### src/rtl/mem_port_arbiter_pkg.sv
// Shared types for the memory port arbiter: decoder data-width codes,
// arbiter FSM states and the transaction owner tag.
package mem_port_arbiter_pkg;

  localparam logic [1:0] DATAWIDTH_BYTE  = 2'b00;
  localparam logic [1:0] DATAWIDTH_SHORT = 2'b01;
  localparam logic [1:0] DATAWIDTH_WORD  = 2'b10;

  typedef enum logic [1:0] {
    ST_IDLE  = 2'b00,
    ST_ISSUE = 2'b01,
    ST_WAIT  = 2'b10,
    ST_FAULT = 2'b11
  } arb_state_e;

  typedef enum logic {
    OWNER_IF  = 1'b0,
    OWNER_LSU = 1'b1
  } owner_e;

endpackage

### src/rtl/mem_port_arbiter_lsu_lane_align.sv
// Byte-enable, store-lane shift and misalignment decode for one LSU access.
// Purely combinational; reserved width code 2'b11 behaves as a word access.
module lsu_lane_align
  import mem_port_arbiter_pkg::*;
#(
  parameter int DATA_W = 32
) (
  input  logic [1:0]        width,
  input  logic [1:0]        addr_lo,
  input  logic [DATA_W-1:0] wdata,
  output logic [3:0]        be,
  output logic [DATA_W-1:0] wdata_shifted,
  output logic              misaligned
);

  always_comb begin
    be         = 4'b1111;
    misaligned = 1'b0;
    case (width)
      DATAWIDTH_BYTE: begin
        be = 4'b0001 << addr_lo;
      end
      DATAWIDTH_SHORT: begin
        be         = 4'b0011 << addr_lo;
        misaligned = addr_lo[0];
      end
      default: begin
        be         = 4'b1111;
        misaligned = |addr_lo;
      end
    endcase
  end

  // Bytes shifted past the top lane are dropped, so unused lanes stay deterministic.
  assign wdata_shifted = wdata << {addr_lo, 3'b000};

endmodule

### src/rtl/mem_port_arbiter.sv
// Shares one memory port between instruction fetch and the LSU, one transaction
// at a time. Define MEM_ARB_FAIR_EN to bound LSU grant streaks while fetch waits.
module mem_port_arbiter
  import mem_port_arbiter_pkg::*;
#(
  parameter int ADDR_W         = 32,
  parameter int DATA_W         = 32,
  parameter int MAX_LSU_STREAK = 4
) (
  input  logic              clk,
  input  logic              rst_n,
  input  logic              if_req_valid,
  output logic              if_req_ready,
  input  logic [ADDR_W-1:0] if_req_addr,
  output logic              if_rsp_valid,
  output logic [DATA_W-1:0] if_rsp_data,
  input  logic              lsu_req_valid,
  output logic              lsu_req_ready,
  input  logic [ADDR_W-1:0] lsu_req_addr,
  input  logic              lsu_req_we,
  input  logic [1:0]        lsu_req_width,
  input  logic [DATA_W-1:0] lsu_req_wdata,
  output logic              lsu_rsp_valid,
  output logic [DATA_W-1:0] lsu_rsp_rdata,
  output logic              lsu_rsp_misaligned,
  output logic              mem_req_valid,
  input  logic              mem_req_ready,
  output logic [ADDR_W-1:0] mem_addr,
  output logic              mem_we,
  output logic [3:0]        mem_be,
  output logic [DATA_W-1:0] mem_wdata,
  input  logic              mem_rsp_valid,
  input  logic [DATA_W-1:0] mem_rsp_rdata,
  output arb_state_e        dbg_state
);

  // Handshake: a request transfers on a rising edge where valid and ready are
  // both high. Ready is only raised for the arbitration winner in IDLE, and a
  // requester may drop valid after the transfer without affecting it.

  arb_state_e        state_q, state_d;
  owner_e            owner_q;
  logic [ADDR_W-1:0] addr_q;
  logic              we_q;
  logic [3:0]        be_q;
  logic [DATA_W-1:0] wdata_q;

  logic              idle;
  logic              lsu_wins;
  logic              lsu_grant;
  logic              if_grant;
  logic [3:0]        al_be;
  logic [DATA_W-1:0] al_wdata;
  logic              al_mis;
  logic              unused_if_addr_lo;

  assign unused_if_addr_lo = ^if_req_addr[1:0];

  lsu_lane_align #(.DATA_W(DATA_W)) u_align (
    .width         (lsu_req_width),
    .addr_lo       (lsu_req_addr[1:0]),
    .wdata         (lsu_req_wdata),
    .be            (al_be),
    .wdata_shifted (al_wdata),
    .misaligned    (al_mis)
  );

  // Gating with rst_n keeps both readies low while reset is asserted.
  assign idle = (state_q == ST_IDLE) && rst_n;

`ifdef MEM_ARB_FAIR_EN
  localparam int STREAK_W = $clog2(MAX_LSU_STREAK + 1);
  logic [STREAK_W-1:0] streak_q;
  logic                if_turn;

  assign if_turn  = (streak_q >= STREAK_W'(MAX_LSU_STREAK));
  assign lsu_wins = lsu_req_valid && !(if_turn && if_req_valid);

  always_ff @(posedge clk or negedge rst_n) begin
    if (!rst_n) begin
      streak_q <= '0;
    end else if (idle) begin
      if (if_grant || !if_req_valid) begin
        streak_q <= '0;
      end else if (lsu_grant) begin
        streak_q <= streak_q + 1'b1;
      end
    end
  end
`else
  assign lsu_wins = lsu_req_valid;
`endif

  assign lsu_grant     = idle && lsu_wins;
  assign if_grant      = idle && if_req_valid && !lsu_wins;
  assign lsu_req_ready = lsu_grant;
  assign if_req_ready  = if_grant;

  always_ff @(posedge clk or negedge rst_n) begin
    if (!rst_n) begin
      state_q <= ST_IDLE;
      owner_q <= OWNER_IF;
      addr_q  <= '0;
      we_q    <= 1'b0;
      be_q    <= 4'b0000;
      wdata_q <= '0;
    end else begin
      state_q <= state_d;
      if (lsu_grant) begin
        owner_q <= OWNER_LSU;
        // A misaligned access never reaches the bus, so leave the bus registers alone.
        if (!al_mis) begin
          addr_q  <= {lsu_req_addr[ADDR_W-1:2], 2'b00};
          we_q    <= lsu_req_we;
          be_q    <= al_be;
          wdata_q <= al_wdata;
        end
      end else if (if_grant) begin
        owner_q <= OWNER_IF;
        addr_q  <= {if_req_addr[ADDR_W-1:2], 2'b00};
        we_q    <= 1'b0;
        be_q    <= 4'b1111;
        wdata_q <= '0;
      end
    end
  end

  always_comb begin
    state_d            = state_q;
    mem_req_valid      = 1'b0;
    if_rsp_valid       = 1'b0;
    if_rsp_data        = '0;
    lsu_rsp_valid      = 1'b0;
    lsu_rsp_rdata      = '0;
    lsu_rsp_misaligned = 1'b0;
    case (state_q)
      ST_IDLE: begin
        if (lsu_grant) begin
          state_d = al_mis ? ST_FAULT : ST_ISSUE;
        end else if (if_grant) begin
          state_d = ST_ISSUE;
        end
      end
      ST_ISSUE: begin
        mem_req_valid = 1'b1;
        if (mem_req_ready) begin
          state_d = ST_WAIT;
        end
      end
      ST_WAIT: begin
        if (mem_rsp_valid) begin
          if (owner_q == OWNER_LSU) begin
            lsu_rsp_valid = 1'b1;
            lsu_rsp_rdata = mem_rsp_rdata;
          end else begin
            if_rsp_valid = 1'b1;
            if_rsp_data  = mem_rsp_rdata;
          end
          state_d = ST_IDLE;
        end
      end
      ST_FAULT: begin
        lsu_rsp_valid      = 1'b1;
        lsu_rsp_misaligned = 1'b1;
        state_d            = ST_IDLE;
      end
      default: begin
        state_d = ST_IDLE;
      end
    endcase
  end

  assign mem_addr  = addr_q;
  assign mem_we    = we_q;
  assign mem_be    = be_q;
  assign mem_wdata = wdata_q;
  assign dbg_state = state_q;

endmodule

### config.mk
export PLATFORM = sky130hd
export DESIGN_NAME = mem_port_arbiter
export DESIGN_NICKNAME = d
export VERILOG_FILES = /design/src/rtl/mem_port_arbiter_pkg.sv /design/src/rtl/mem_port_arbiter_lsu_lane_align.sv /design/src/rtl/mem_port_arbiter.sv
export SDC_FILE = /design/constraint.sdc
export NUM_CORES = 1
export LEC_CHECK = 0
export BUFFER_PORTS_ARGS = -buffer_cell sky130_fd_sc_hd__buf_2
export CAP_MARGIN = 20
export CELL_PAD_IN_SITES_DETAIL_PLACEMENT = 1
export CELL_PAD_IN_SITES_GLOBAL_PLACEMENT = 1
export CORE_MARGIN = 1.5
export CORE_UTILIZATION = 29
export CTS_CLUSTER_DIAMETER = 40
export DETAILED_ROUTE_END_ITERATION = 7
export PLACE_DENSITY = 0.86
export SLEW_MARGIN = 30
export SYNTH_ARGS = -nofsm -noshare
export SYNTH_HDL_FRONTEND = slang
export SYNTH_SLANG_ARGS = --single-unit
### constraint.sdc
create_clock -name clk -period 1.9 [get_ports clk]
set_input_delay 0.095 -clock clk [delete_from_list [all_inputs] [get_ports clk]]
set_output_delay 0.095 -clock clk [all_outputs]
set_load 0.05 [all_outputs]
==> metrics <==
drt first pass iters 4; Final period util 95.17%; CP Capture Type primary output; Crit path max-delay family buffers and inverters; total wire length 15690 um; Synth cell types 34; clk buf depth 2; area occupied by multi-input gates 0.002073 sq mm; Finish-stage setup viols 0; EDFF count, synth 0; largest family of logic cells by synthesized area simple AND/OR/NAND/NOR gates; clock power share 20.8%; Max-Cap Viols 0; first-pass GRT wire length 23520 um; worst r2r dst mem_wdata[28]$_DFFE_PN0P_; top_reg_cell synth dfrtp_1; Synth top cells by count dfrtp_1, and2_1, nand2_1; pin count of the biggest net entering global routing 46; vias per std cell 4.837; fillers 1612; Routed WL per cell 18.24 um; status finished, final reports clean; via count 4160; skew final 9.803 ps; maximum vdd drop 0.5985 mV; Synth Area in XOR/XNOR 0%; length in cells of the worst reg-to-reg path 3; TNS Setup 0 ps; Crit path buffers/inverters 2; min-delay src lsu_req_we; launch point of the worst reg-to-reg path dbg_state[0]$_DFFE_PN0P_; CP max-delay cell dfrtp_2; Tot GR Track Use 20.84%; Seq cells post-synth 70; Worst-Skew Late Latency 330 ps; fin worst setup slack 91.83 ps; synthesis-to-layout area growth 53.99%; critical path peak fanout 11; DIE HEIGHT 119.7 um; sw power 4.410 mW; Root Driver clkbuf_16; Crit path arrival time 1710 ps; core region area 0.01324 sq mm; average cell area after synthesis 9.602 sq um; Adder-Cell Fraction of Synth Area 0%; Num CTS Buffers 9; H-tree lvl count 3; clk sink count 70; fmax 553.0 MHz; postcts setup bufs 0; die area 0.01432 sq mm; placed inst area 0.005520 sq mm; Req. time, crit path 1800 ps; DRC 0; DP Wirelength 11970 um; Tmin final 1808 ps; largest area contributor in the netlist dfrtp_1; Yosys top cell area share 44.39%; Power Total 8.770 mW; Cells after Synth 411; Flop pwr share 27.0%; post-route ant nets 0; Power Density 1443 mW/mm^2; post-synthesis compound-gate area fraction 17.09%; First DRT Iteration DRCs 128; crit-path cells nand4bb_4 -> clkinvlp_4 -> buf_2; startpoint types flop; Synth async-reset ratio 100.0%; Initial Util 29.80%; GRT overflow 0; layout cell share with drive strength beyond 1 48.76%; yosys warns 0; FP Rows 42; top area cells in the synthesized netlist dfrtp_1, mux2i_1, and2_1; RSZ-0062 raised after global routing false; initial antenna violation count 0; FF/Latch Area 0.001754 sq mm; Min-Delay Endpoint mem_we$_DFFE_PN0P_; P_leak 3.355 nW; HP Class input pin to flop; WHS Path Cells 2; design area 0.006077 sq mm; Final Net Count 815; Logic pwr share 52.2%; Hold Violations, Final 0; post-synthesis cell area 0.003946 sq mm; pre-CTS setup slack 111.5 ps; Relative slew margins 60.12%; Slew Limit Fails 0; Worst-Margin Slew 598.2 ps; IO Pins 278; setup slack, reg-to-reg 160 ps; DIE WIDTH 119.7 um; Int Pwr 4.360 mW; CTS clock-pin slew for the worst setup and hold paths 60 ps; vias in the first global route 4477; multiplexer share of the synthesized area 12.24%; TritonCTS clock tree yes; GPL Wtd Cong 0.8388; register area share after synthesis 44.39%; Synth Area in Simple Gates 21.43%; top-count cell post-synth dfrtp_1; IO buf count 273; CP Class flop to primary output; CP peak stage delay 470 ps; sw frac 50.28%
[power by group through the flow]
stage | Sequential [mW] | Combinational (mW) | Clock (mW)
finish | 2.37 | 4.58 | 1.83
global route | 2.44 | 4.83 | 1.93
detailed placement | 2.39 | 4.49 | 0
global placement | 2.34 | 4.40 | 0
CTS | 2.37 | 4.54 | 1.87
floorplan | 4.22 | 1.41 | 0
[logic make-up (layout without fill, tap and decap cells)]
kind of cell	after synthesis	in the layout
simple gates	164	164
compound gates	93	93
flops	70	70
mux	48	48
buf+inv	35	306
other cells	1	3
[cells in the final DEF, fill, tap and decap left out, drive strengths merged, types with 3 or more instances in the layout]
master	count
o31ai	16
a22o	9
buf	250
dfrtp	70
nand2	64
a32o	8
nor2b	11
nor3	3
nor2	18
clkinv	3
and2	63
o21ai	36
a211o	8
a31oi	8
mux2i	46
a21oi	5
clkbuf	48
[worst max path at each step]
stage                           endpoint                     start  depth (start not counted)
2_1_floorplan            if_rsp_data[22]  dbg_state[0]$_DFFE_PN0P_                          4
3_3_place_gp   mem_wdata[29]$_DFFE_PN0P_  dbg_state[0]$_DFFE_PN0P_                          3
3_5_place_dp   mem_wdata[28]$_DFFE_PN0P_  dbg_state[0]$_DFFE_PN0P_                          3
4_1_cts                  if_rsp_data[23]  dbg_state[0]$_DFFE_PN0P_                          5
5_1_grt                    lsu_req_ready  dbg_state[0]$_DFFE_PN0P_                          3
6_report                   lsu_req_ready  dbg_state[0]$_DFFE_PN0P_                          3
[sequential cells by signal, summed over array words and instances, names as in the netlist]
name       cells
dbg_state      2
mem_addr      30
mem_be         4
mem_wdata     32
mem_we         1
owner_q        1
[what timing repair did]
item,4_1_cts,5_1_grt
setup endpoints to repair,62,62
endpoints found under the hold margin,70,0
hold buffers,1,0
gates cloned,1,1
pin swaps,0,1
resized for setup,28,51
[per-stage QoR]
stage	hold slack [ps]	instances	utilization (%)
2_1_floorplan	-200.6	412	-
3_3_place_gp	146.7	840	41.69
3_5_place_dp	170.0	840	41.69
4_1_cts	1.894	858	44.80
5_1_grt	13.20	859	45.87
6_report	2.846	860	45.89
[worst register-to-register path: stages, from the launching register on]
cell and delay, ps:
dfrtp_2 470, nand4bb_4 420, nor2_2 520, a32o_1 260
[layout make-up]
| class | instances | share of cell area [%] |
|---|---|---|
| well taps | 176 | 3.624 |
| diodes | 1 | 0.04118 |
| clock inverters | 5 | 1.359 |
| multi-input cells | 307 | 34.12 |
| flip-flops and latches | 70 | 28.87 |
| clock buffers | 11 | 3.994 |
| inverters | 2 | 0.1853 |
| repair buffers | 288 | 27.82 |
[layer usage]
layer	global-route usage, %	up-vias	share of wire, %
met1	23.89	2018	39
li1	-	1953	-
met3	7.082	24	8.6
met5	0	-	0
met2	36.67	165	51
met4	6.250	0	2.0
Power figures use the tool's default switching activity.
